==> config.mk <==
export PLATFORM = sky130hd
export DESIGN_NAME = ropuf_key_collector_flat
export DESIGN_NICKNAME = d
export VERILOG_FILES = /design/src/rtl/ropuf_key_collector_pkg.sv /design/src/rtl/ropuf_key_collector_if.sv /design/src/rtl/ropuf_key_collector_majority_voter.sv /design/src/rtl/ropuf_key_collector.sv /design/src/flat_wrapper.sv
export SDC_FILE = /design/constraint.sdc
export NUM_CORES = 1
export LEC_CHECK = 0
export CORE_MARGIN = 3
export CORE_UTILIZATION = 55
export DETAILED_ROUTE_END_ITERATION = 12
export DONT_BUFFER_PORTS = 1
export GPL_TIMING_DRIVEN = 0
export PLACE_DENSITY = 0.8
export SYNTH_ARGS = -nofsm -noshare
export SYNTH_HDL_FRONTEND = slang
export SYNTH_SLANG_ARGS = --single-unit
==> constraint.sdc <==
create_clock -name clk_i -period 2.4 [get_ports clk_i]
set_input_delay 0.12 -clock clk_i [delete_from_list [all_inputs] [get_ports clk_i]]
set_output_delay 0.12 -clock clk_i [all_outputs]
set_load 0.02 [all_outputs]
==> src/rtl/ropuf_key_collector_pkg.sv <==
// Shared build constants for the RO-PUF key collector and the PUF it drives.
// Also holds the counter-width helper used by the collector and its voter.
package ropuf_key_collector_pkg;

    localparam int DEF_NBITS_ROPUF = 8;
    localparam int DEF_N_KEY       = 16;
    localparam int DEF_N_VOTE      = 3;
    localparam int DEF_N_SETTLE    = 2;

    localparam int STATE_W = 3;

    // Bits needed to hold values 0..n inclusive, never narrower than one bit.
    function automatic int cnt_w(input int n);
        int w;
        w = $clog2(n + 1);
        return (w < 1) ? 1 : w;
    endfunction

endpackage

==> src/rtl/ropuf_key_collector_if.sv <==
// Bus between the key collector, its requester/consumer and the RO PUF.
// start/seed: request accepted only while the collector is idle; key/unstable_count are held while key_valid=1, and key_ack is acted on only while key_valid=1.
interface ropuf_key_collector_if
    import ropuf_key_collector_pkg::*;
#(
    parameter int NBITS_ROPUF = DEF_NBITS_ROPUF,
    parameter int N_KEY       = DEF_N_KEY
);
    localparam int UC_W = cnt_w(N_KEY);

    logic                   start;
    logic [NBITS_ROPUF-1:0] seed;
    logic                   response;
    logic                   puf_enable;
    logic [NBITS_ROPUF-1:0] challenge;
    logic                   busy;
    logic                   key_valid;
    logic                   key_ack;
    logic [N_KEY-1:0]       key;
    logic [UC_W-1:0]        unstable_count;

    modport master (
        input  start, seed, response, key_ack,
        output puf_enable, challenge, busy, key_valid, key, unstable_count
    );

    modport slave (
        output start, seed, response, key_ack,
        input  puf_enable, challenge, busy, key_valid, key, unstable_count
    );

endinterface

==> src/rtl/ropuf_key_collector_majority_voter.sv <==
// Accumulates PUF response votes for one key bit and produces the
// majority bit plus a flag when the votes were not unanimous.
module majority_voter
    import ropuf_key_collector_pkg::*;
#(
    parameter int N_VOTE = DEF_N_VOTE
) (
    input  logic clk_i,
    input  logic rst_ni,
    input  logic clear_i,
    input  logic sample_i,
    input  logic response_i,
    output logic last_vote_o,
    output logic bit_o,
    output logic unstable_o
);

    localparam int VW = cnt_w(N_VOTE);

    logic [VW-1:0] ones_q, ones_d;
    logic [VW-1:0] votes_q, votes_d;

    always_comb begin
        ones_d  = ones_q;
        votes_d = votes_q;
        if (clear_i) begin
            ones_d  = '0;
            votes_d = '0;
        end else if (sample_i) begin
            ones_d  = ones_q + VW'(response_i);
            votes_d = votes_q + 1'b1;
        end
    end

    always_ff @(posedge clk_i) begin
        if (!rst_ni) begin
            ones_q  <= '0;
            votes_q <= '0;
        end else begin
            ones_q  <= ones_d;
            votes_q <= votes_d;
        end
    end

    // The sample being taken now is the last one when N_VOTE-1 are already in.
    assign last_vote_o = (votes_q == VW'(N_VOTE - 1));
    assign bit_o       = (ones_q > VW'(N_VOTE / 2));
    assign unstable_o  = (ones_q != '0) && (ones_q != VW'(N_VOTE));

endmodule

==> src/rtl/ropuf_key_collector.sv <==
// Drives an RO PUF through a challenge sequence, majority-votes each response
// bit and assembles the key (first bit in the MSB) with an instability count.
module ropuf_key_collector
    import ropuf_key_collector_pkg::*;
#(
    parameter int NBITS_ROPUF = DEF_NBITS_ROPUF,
    parameter int N_KEY       = DEF_N_KEY,
    parameter int N_VOTE      = DEF_N_VOTE,
    parameter int N_SETTLE    = DEF_N_SETTLE
) (
    input  logic                     clk_i,
    input  logic                     rst_ni,
    ropuf_key_collector_if.master    bus,
    output logic [STATE_W-1:0]       state_o
);

    localparam logic [STATE_W-1:0] ST_IDLE   = 3'd0;
    localparam logic [STATE_W-1:0] ST_APPLY  = 3'd1;
    localparam logic [STATE_W-1:0] ST_SAMPLE = 3'd2;
    localparam logic [STATE_W-1:0] ST_DECIDE = 3'd3;
    localparam logic [STATE_W-1:0] ST_DONE   = 3'd4;

    localparam int KW = cnt_w(N_KEY);
    localparam int SW = cnt_w(N_SETTLE);

    logic [STATE_W-1:0]     state_q, state_d;
    logic                   launch_q, launch_d;
    logic [NBITS_ROPUF-1:0] chal_q, chal_d;
    logic [SW-1:0]          settle_q, settle_d;
    logic [KW-1:0]          bit_q, bit_d;
    logic [N_KEY-1:0]       key_q, key_d;
    logic [KW-1:0]          uc_q, uc_d;

    logic voter_clear;
    logic voter_sample;
    logic last_vote;
    logic vote_bit;
    logic vote_unstable;

    majority_voter #(
        .N_VOTE (N_VOTE)
    ) u_voter (
        .clk_i       (clk_i),
        .rst_ni      (rst_ni),
        .clear_i     (voter_clear),
        .sample_i    (voter_sample),
        .response_i  (bus.response),
        .last_vote_o (last_vote),
        .bit_o       (vote_bit),
        .unstable_o  (vote_unstable)
    );

    always_comb begin
        state_d      = state_q;
        launch_d     = launch_q;
        chal_d       = chal_q;
        settle_d     = settle_q;
        bit_d        = bit_q;
        key_d        = key_q;
        uc_d         = uc_q;
        voter_clear  = 1'b0;
        voter_sample = 1'b0;

        case (state_q)
            ST_IDLE: begin
                // Capture cycle first, so the seed is on the challenge bus one
                // cycle before the PUF is enabled.
                if (launch_q) begin
                    launch_d = 1'b0;
                    state_d  = ST_APPLY;
                end else if (bus.start) begin
                    launch_d    = 1'b1;
                    chal_d      = bus.seed;
                    settle_d    = '0;
                    bit_d       = '0;
                    key_d       = '0;
                    uc_d        = '0;
                    voter_clear = 1'b1;
                end
            end
            ST_APPLY: begin
                if (settle_q == SW'(N_SETTLE - 1)) begin
                    settle_d = '0;
                    state_d  = ST_SAMPLE;
                end else begin
                    settle_d = settle_q + 1'b1;
                end
            end
            ST_SAMPLE: begin
                voter_sample = 1'b1;
                state_d      = last_vote ? ST_DECIDE : ST_APPLY;
            end
            ST_DECIDE: begin
                key_d       = (key_q << 1) | N_KEY'(vote_bit);
                uc_d        = vote_unstable ? uc_q + 1'b1 : uc_q;
                chal_d      = chal_q + 1'b1;
                bit_d       = bit_q + 1'b1;
                voter_clear = 1'b1;
                state_d     = (bit_q == KW'(N_KEY - 1)) ? ST_DONE : ST_APPLY;
            end
            ST_DONE: begin
                if (bus.key_ack) begin
                    state_d = ST_IDLE;
                end
            end
            default: begin
                state_d  = ST_IDLE;
                launch_d = 1'b0;
            end
        endcase
    end

    always_ff @(posedge clk_i) begin
        if (!rst_ni) begin
            state_q  <= ST_IDLE;
            launch_q <= 1'b0;
            chal_q   <= '0;
            settle_q <= '0;
            bit_q    <= '0;
            key_q    <= '0;
            uc_q     <= '0;
        end else begin
            state_q  <= state_d;
            launch_q <= launch_d;
            chal_q   <= chal_d;
            settle_q <= settle_d;
            bit_q    <= bit_d;
            key_q    <= key_d;
            uc_q     <= uc_d;
        end
    end

    assign bus.puf_enable     = (state_q == ST_APPLY) || (state_q == ST_SAMPLE) ||
                                (state_q == ST_DECIDE);
    assign bus.busy           = bus.puf_enable;
    assign bus.key_valid      = (state_q == ST_DONE);
    assign bus.challenge      = chal_q;
    assign bus.key            = key_q;
    assign bus.unstable_count = uc_q;
    assign state_o            = state_q;

endmodule

==> src/flat_wrapper.sv <==
// flat-port wrapper written by rule: the top's interface ports become plain ports
module ropuf_key_collector_flat import ropuf_key_collector_pkg::*;
#(
    parameter int NBITS_ROPUF = DEF_NBITS_ROPUF,
    parameter int N_KEY       = DEF_N_KEY,
    parameter int N_VOTE      = DEF_N_VOTE,
    parameter int N_SETTLE    = DEF_N_SETTLE
)
  (clk_i, rst_ni, state_o, bus_start, bus_seed, bus_response, bus_key_ack, bus_puf_enable, bus_challenge, bus_busy, bus_key_valid, bus_key, bus_unstable_count);
  ropuf_key_collector_if #(.NBITS_ROPUF(NBITS_ROPUF), .N_KEY(N_KEY)) bus_i ();
  input  logic clk_i;
  input  logic rst_ni;
  output logic [STATE_W-1:0] state_o;
  input wire logic [$bits(bus_i.start)-1:0] bus_start;
  input wire logic [$bits(bus_i.seed)-1:0] bus_seed;
  input wire logic [$bits(bus_i.response)-1:0] bus_response;
  input wire logic [$bits(bus_i.key_ack)-1:0] bus_key_ack;
  output wire logic [$bits(bus_i.puf_enable)-1:0] bus_puf_enable;
  output wire logic [$bits(bus_i.challenge)-1:0] bus_challenge;
  output wire logic [$bits(bus_i.busy)-1:0] bus_busy;
  output wire logic [$bits(bus_i.key_valid)-1:0] bus_key_valid;
  output wire logic [$bits(bus_i.key)-1:0] bus_key;
  output wire logic [$bits(bus_i.unstable_count)-1:0] bus_unstable_count;
  assign bus_i.start = bus_start;
  assign bus_i.seed = bus_seed;
  assign bus_i.response = bus_response;
  assign bus_i.key_ack = bus_key_ack;
  assign bus_puf_enable = bus_i.puf_enable;
  assign bus_challenge = bus_i.challenge;
  assign bus_busy = bus_i.busy;
  assign bus_key_valid = bus_i.key_valid;
  assign bus_key = bus_i.key;
  assign bus_unstable_count = bus_i.unstable_count;
  ropuf_key_collector #(.NBITS_ROPUF(NBITS_ROPUF), .N_KEY(N_KEY), .N_VOTE(N_VOTE), .N_SETTLE(N_SETTLE)) u_core (.clk_i(clk_i), .rst_ni(rst_ni), .bus(bus_i), .state_o(state_o));
endmodule
# Word level (Yosys, flattened, before mapping)
# Cells that the tools add are included.
[op_classes]
n_reduce_logical = 13
bitwise = 2
n_mux = 26
order_cmp = 1
add_sub_neg = 6
eq_ne = 14
[ops]
columns = ["cell", "count"]
rows = [
  ["16-bit 2-to-1 mux", 2],
  ["16-bit one-hot mux with 2 select lines", 1],
  ["5-bit one-hot mux with 2 select lines", 2],
  ["8-bit 2-to-1 mux", 2],
  ["16-bit by 1-bit bitwise OR with 16-bit output", 1],
  ["8-bit one-hot mux with 2 select lines", 1],
  ["5-bit 2-to-1 mux", 3],
  ["3-bit one-hot mux with 5 select lines", 1],
  ["3-bit 2-to-1 mux", 4],
  ["5-bit by 1-bit adder with 5-bit output, second input constant", 2],
  ["3-bit AND reduction", 3],
  ["8-bit by 1-bit adder with 8-bit output, second input constant", 1],
  ["2-bit 2-to-1 mux", 4],
  ["2-bit inequality test, second input constant", 4],
  ["3-bit by 2-bit == test with 1-bit output, second input constant", 2],
  ["2-bit by 1-bit inequality test with 1-bit output, second input constant", 3],
  ["2-bit nonzero test", 3],
  ["5-bit by 4-bit == test with 1-bit output, second input constant", 1],
  ["2-bit by 1-bit adder with 2-bit output, second input constant", 2],
  ["1-bit one-hot mux with 2 select lines", 2],
  ["2-bit one-hot mux with 2 select lines", 1],
  ["4-bit AND reduction", 1],
  ["4-bit OR reduction", 1],
  ["3-bit by 1-bit == test with 1-bit output, second input constant", 1],
  ["other kinds (11)", 14],
]
[totals]
output_inout_bits = 35
inputBits = 13
elab_cells = 71
register_bits = 44

# Depth between registers and ports, before layout
[logic_depth]
word_depth = 4
ltp_mapped = 7
mapped_depth_nobuf = 7

# Hierarchy
# A second synthesis with hierarchy kept.
[hier_totals]
cells_unflattened = 258
area_unflattened_um2 = 2120.8
[by_module_without_submodules]
columns = ["mod", "instances", "seq_area_each_um2", "area_per_inst_um2", "cells_per_inst"]
rows = [
  ["ropuf_key_collector", 1, 800.8, 1894.3, 236],
  ["majority_voter", 1, 80.1, 226.5, 22],
]

# Worst setup path before layout
# No wires, ideal clock.
[synth_timing]
path_type = "flip-flop to flip-flop"
start = "register u_core.state_q[0], in the netlist u_core.state_o[0]"
end = "register u_core.bit_q[1]"
arrival_ps = 1591
path_slack_ps = 690
setup_time_ps = 118
n_path_buf = 2
path_stages_with_launch = 7
t_required_ps = 2282
synth_period_minus_slack_ps = 1710
path_cell_list = "dfxtp_1 or4b_4 a21o_1 buf_6 buf_6 a22oi_1 nor2b_1"
[synth_via]
elab_chain_cells = 3
word_cells_on_any_way = 7
classes_between = "eq/ne (3); mux (1); reduce/logical (3)"
[synth_rtl]
columns = ["element", "line", "text"]
rows = [
  ["from (decl)", "ropuf_key_collector.sv:26", "logic [STATE_W-1:0] state_q, state_d;"],
  ["from (signal assigned)", "ropuf_key_collector.sv:123", "state_q <= state_d;"],
  ["3-bit zero test / 3-bit by 2-bit == test with 1-bit output (equally long branches)", "ropuf_key_collector.sv:64", "case (state_q)"],
  ["2-bit inequality test (no line) / 2-bit nonzero test (equally long branches)", "n/a", ""],
  ["3-bit AND reduction (no line)", "n/a", ""],
  ["to (signal assigned)", "ropuf_key_collector.sv:127", "bit_q <= bit_d;"],
  ["to (decl)", "ropuf_key_collector.sv:30", "logic [KW-1:0] bit_q, bit_d;"],
]
# Parallel ways exist; a longest one is shown, timed or not.
# A chain may end at the register's enable or synchronous reset.

# Worst setup path after layout
[layout_timing]
start = "register u_core.state_q[1], in the netlist u_core.state_o[1]"
end = "output port bus_puf_enable"
[layout_via]
elab_chain_cells = 3
word_cells_on_any_way = 5
classes_between = "eq/ne (3); reduce/logical (2)"
[layout_rtl]
columns = ["element", "line", "text"]
rows = [
  ["3-bit by 1-bit == test with 1-bit output / 3-bit by 2-bit == test with 1-bit output (equally long branches)", "ropuf_key_collector.sv:133", "assign bus.puf_enable = (state_q == ST_APPLY) || (state_q == ST_SAMPLE) ||"],
  ["1-bit logical OR", "ropuf_key_collector.sv:133", ""],
  ["1-bit logical OR (*)", "ropuf_key_collector.sv:133", ""],
  ["to (decl)", "flat_wrapper.sv:18", "output wire logic [$bits(bus_i.puf_enable)-1:0] bus_puf_enable;"],
]
# Every way passes the cells marked *; elsewhere a longest branch is shown, timed or not.

==> impl_metrics.ini <==
[sta]
tightest_slew_ns = 0.4967
post-route-min-period_ns = 1.924
post-route-period-util_pct = 80.15
rsz0062_at_grt = false
slew_headroom_pct = 66.89
maxClockFrequency_ghz = 0.5199
holdWs_ns = 0.03281
hold_viol = 0
setup_viol = 0
final.setup_skew_ns = 0.009363
maxSlewViolCount = 0
finalSetupTns_ns = 0

[place]
place_congestion = 0.8181
dpl.hpwl_mm = 3.323
placed_cells = 289
portBuffers = 0

[logic_synthesis]
syn_avg_cell_area_um2 = 8.640
synth-xor-area-share_pct = 0.8343
yosys.cell_types.count = 44
synth-simple-area-share_pct = 25.98
yosysSeqAreaShare_pct = 41.95
synthMuxAreaShare_pct = 0.9535
ys_dominant_reg_cell = dfxtp_1
ys_seq_elements = 44
synth_compound_area_share_pct = 20.86
yosysWarnings = 0
syn_area_mm2 = 0.002100
syn_inst = 243
synth_top_family_by_area = simple AND/OR/NAND/NOR gates
syn_nets = 263
synth-async-reset-ratio_pct = 0
synth_edf_count = 0
yosys.area_share.adder_pct = 4.172

[grt]
grt_max_degree = 14
grt_overflow_total = 0
top_usage_layer = met2
use_met2_pct = 33.78
antenna_found_initial = 0
grt_use_met3_pct = 7.820
grt_pass1_wl_mm = 7.452
grt_pass1_vias = 1614
grtUsageTotal_pct = 21.95
met1_usage_pct = 27.67

[finish]
nets = 271
antenna_cells = 0
drive_above_1_share_pct = 6.349
synthToLayoutAreaGrowth_pct = 8.343
fillCellCount = 306
final_cells = 298

[cts]
clock_path_buffers = 2
cts_inserted_buffers = 5
path_clk_slew_ns = 0.09
tritoncts = built
cts.sinks = 44
postCtsSetupBuffers = 0
cts_htree_levels = 2
cts_root_buf = clkbuf_8
insertion_delay_ns = 0.30

[drt]
firstDrtPassIters = 4
wl_mm = 4.678
drc = 0
viasPerCell = 5.933
vias = 1768
first_iter_violations = 114
wire_per_inst_um = 15.70
postRouteAntennaNets = 0

[die]
start_util_pct = 60.08
dieArea_mm2 = 0.004595
num_rows = 21
core_area_mm2 = 0.003495
io_pins = 48
die-width_um = 67.79
die_y_um = 67.79

[critical_path]
crit_fanout = 10
max_stage_delay_ns = 0.51
critPathSlowestCell = dfxtp_1
critPathKind = register to primary output
path_cells = buf_2 -> nor2_1 -> nor2_1 -> buf_4
cp-start-kind = register
cp-end-kind = primary output
worst_ep_required_time_ns = 2.28
crit_arrival_ns = 1.80
crit_top_cell = nor2_1

[power_and_ir_drop]
power.total_uw = 1612
p_leak_uw = 0.0008436
ir_drop_v = 0.0004759
power_density_mw_per_mm2 = 708.5

[worst_hold_path]
hold_class = primary input to register

[run]
drv_cap = 0

[run_status]
status = finished clean
==> final timing paths <==
| kind | start | to | slack (ns) | depth (start not counted) |
|---|---|---|---|---|
| max | u_core.state_o[1]$_SDFFE_PN0P_ | bus_puf_enable | 0.48 | 4 |
| min | bus_seed[3] | u_core.bus.challenge[3]$_SDFFE_PN0P_ | 0.03 | 2 |
| max reg2reg | u_core.state_o[0]$_SDFFE_PN0P_ | u_core.bus.unstable_count[4]$_SDFFE_PN0P_ | 0.50 | 4 |
| min reg2reg | u_core.settle_q[1]$_SDFFE_PN0P_ | u_core.settle_q[1]$_SDFFE_PN0P_ | 0.44 | 1 |
==> through the flow <==
stage	utilization (%)	instance area (um2)	setup WS (ns)
after floorplan	-	2100	0.6904
after global placement	61.73	2157	0.5198
after detailed placement	61.73	2157	0.5199
after CTS	65.09	2275	0.4738
after global routing	65.09	2275	0.3824
final	65.09	2275	0.4765
==> flip-flops by register name, indices dropped and copies added, names as in the netlist <==
register / count
u_core.bus.key: 16
u_core.bus.unstable_count: 5
u_core.bit_q: 5
u_core.settle_q: 2
u_core.state_o: 3
u_core.u_voter.votes_q: 2
u_core.launch_q: 1
u_core.u_voter.ones_q: 2
u_core.bus.challenge: 8
==> synthesized netlist by cell type (3+ instances only) <==
master	count	share of area, %
o21ai_0	9	2.1
a21boi_0	3	1.1
buf_6	3	1.6
inv_1	5	0.89
clkbuf_1	12	2.1
nand2_1	24	4.3
nor2b_1	20	6.0
and3_1	5	1.5
nor3_1	4	0.95
a22oi_1	16	5.7
nand3_1	11	2.6
o21ai_1	3	0.71
nand3b_1	6	2.1
dfxtp_1	44	42
a21oi_1	14	3.3
ha_1	7	4.2
nor3b_1	3	1.1
o22ai_1	3	0.89
nor2_1	16	2.9
==> critical path: cells and delay by family, from the launching register on <==
family        cells  cell delay [ns]
buf+inv           2             0.51
flops             1             0.51
simple gates      2             0.48
==> layout by cell type, fill, tap and decap left out, types with 2 or more instances in the layout <==
master	n
a211oi_1	2
a22oi_1	16
nand2b_1	2
nand3b_1	6
and3b_1	2
mux2i_1	2
o211a_1	2
nor3b_1	3
a21oi_2	2
a21oi_1	14
o21ai_1	3
inv_1	5
clkbuf_8	5
xnor2_1	2
nor3_1	4
dfxtp_1	44
nor2_1	16
o31a_1	2
and4_1	2
a21boi_0	3
nand2_1	24
buf_6	3
clkbuf_1	13
and2_1	2
o21ai_0	9
nor2b_1	20
o22ai_1	3
nand3_1	11
ha_1	7
and3_1	5
==> where the power goes <==
part / switching (uW) / internal [uW] / total [uW]
Sequential: 69.9 / 757 / 827
Clock: 253 / 309 / 562
Combinational: 133 / 89.2 / 223
Total: 457 / 1150 / 1610
==> cell type report <==
cell class	count	area (um2)	area share, %
Clock buffer	6	72.57	3.190
Tap cell	46	57.56	2.530
Sequential cell	44	880.8	38.72
Inverter	5	18.77	0.8251
Clock inverter	2	35.03	1.540
Multi-Input combinational cell	177	1109	48.73
Buffer	17	91.34	4.015
Timing Repair Buffer	1	10.01	0.4400
==> metal layers <==
metal | vias up | wire length, um
met5 | - | 0
met4 | 0 | 72
met3 | 5 | 388
met2 | 55 | 2156
met1 | 827 | 2061
li1 | 881 | -
==> cell families after synthesis <==
family | count (synthesis)
DFF | 44
adders and majority gates | 7
buffers and inverters | 22
muxes | 2
and+or+nand+nor | 101
xor gates and xnor gates | 2
AOI/OAI and AO/OA | 65
==> timing repair <==
action                    in CTS  in global routing
hold buffers                   1                  0
hold endpoints to repair       1                  0
resized for setup              0                  0
Note: power is estimated with default switching activity, not from simulation.
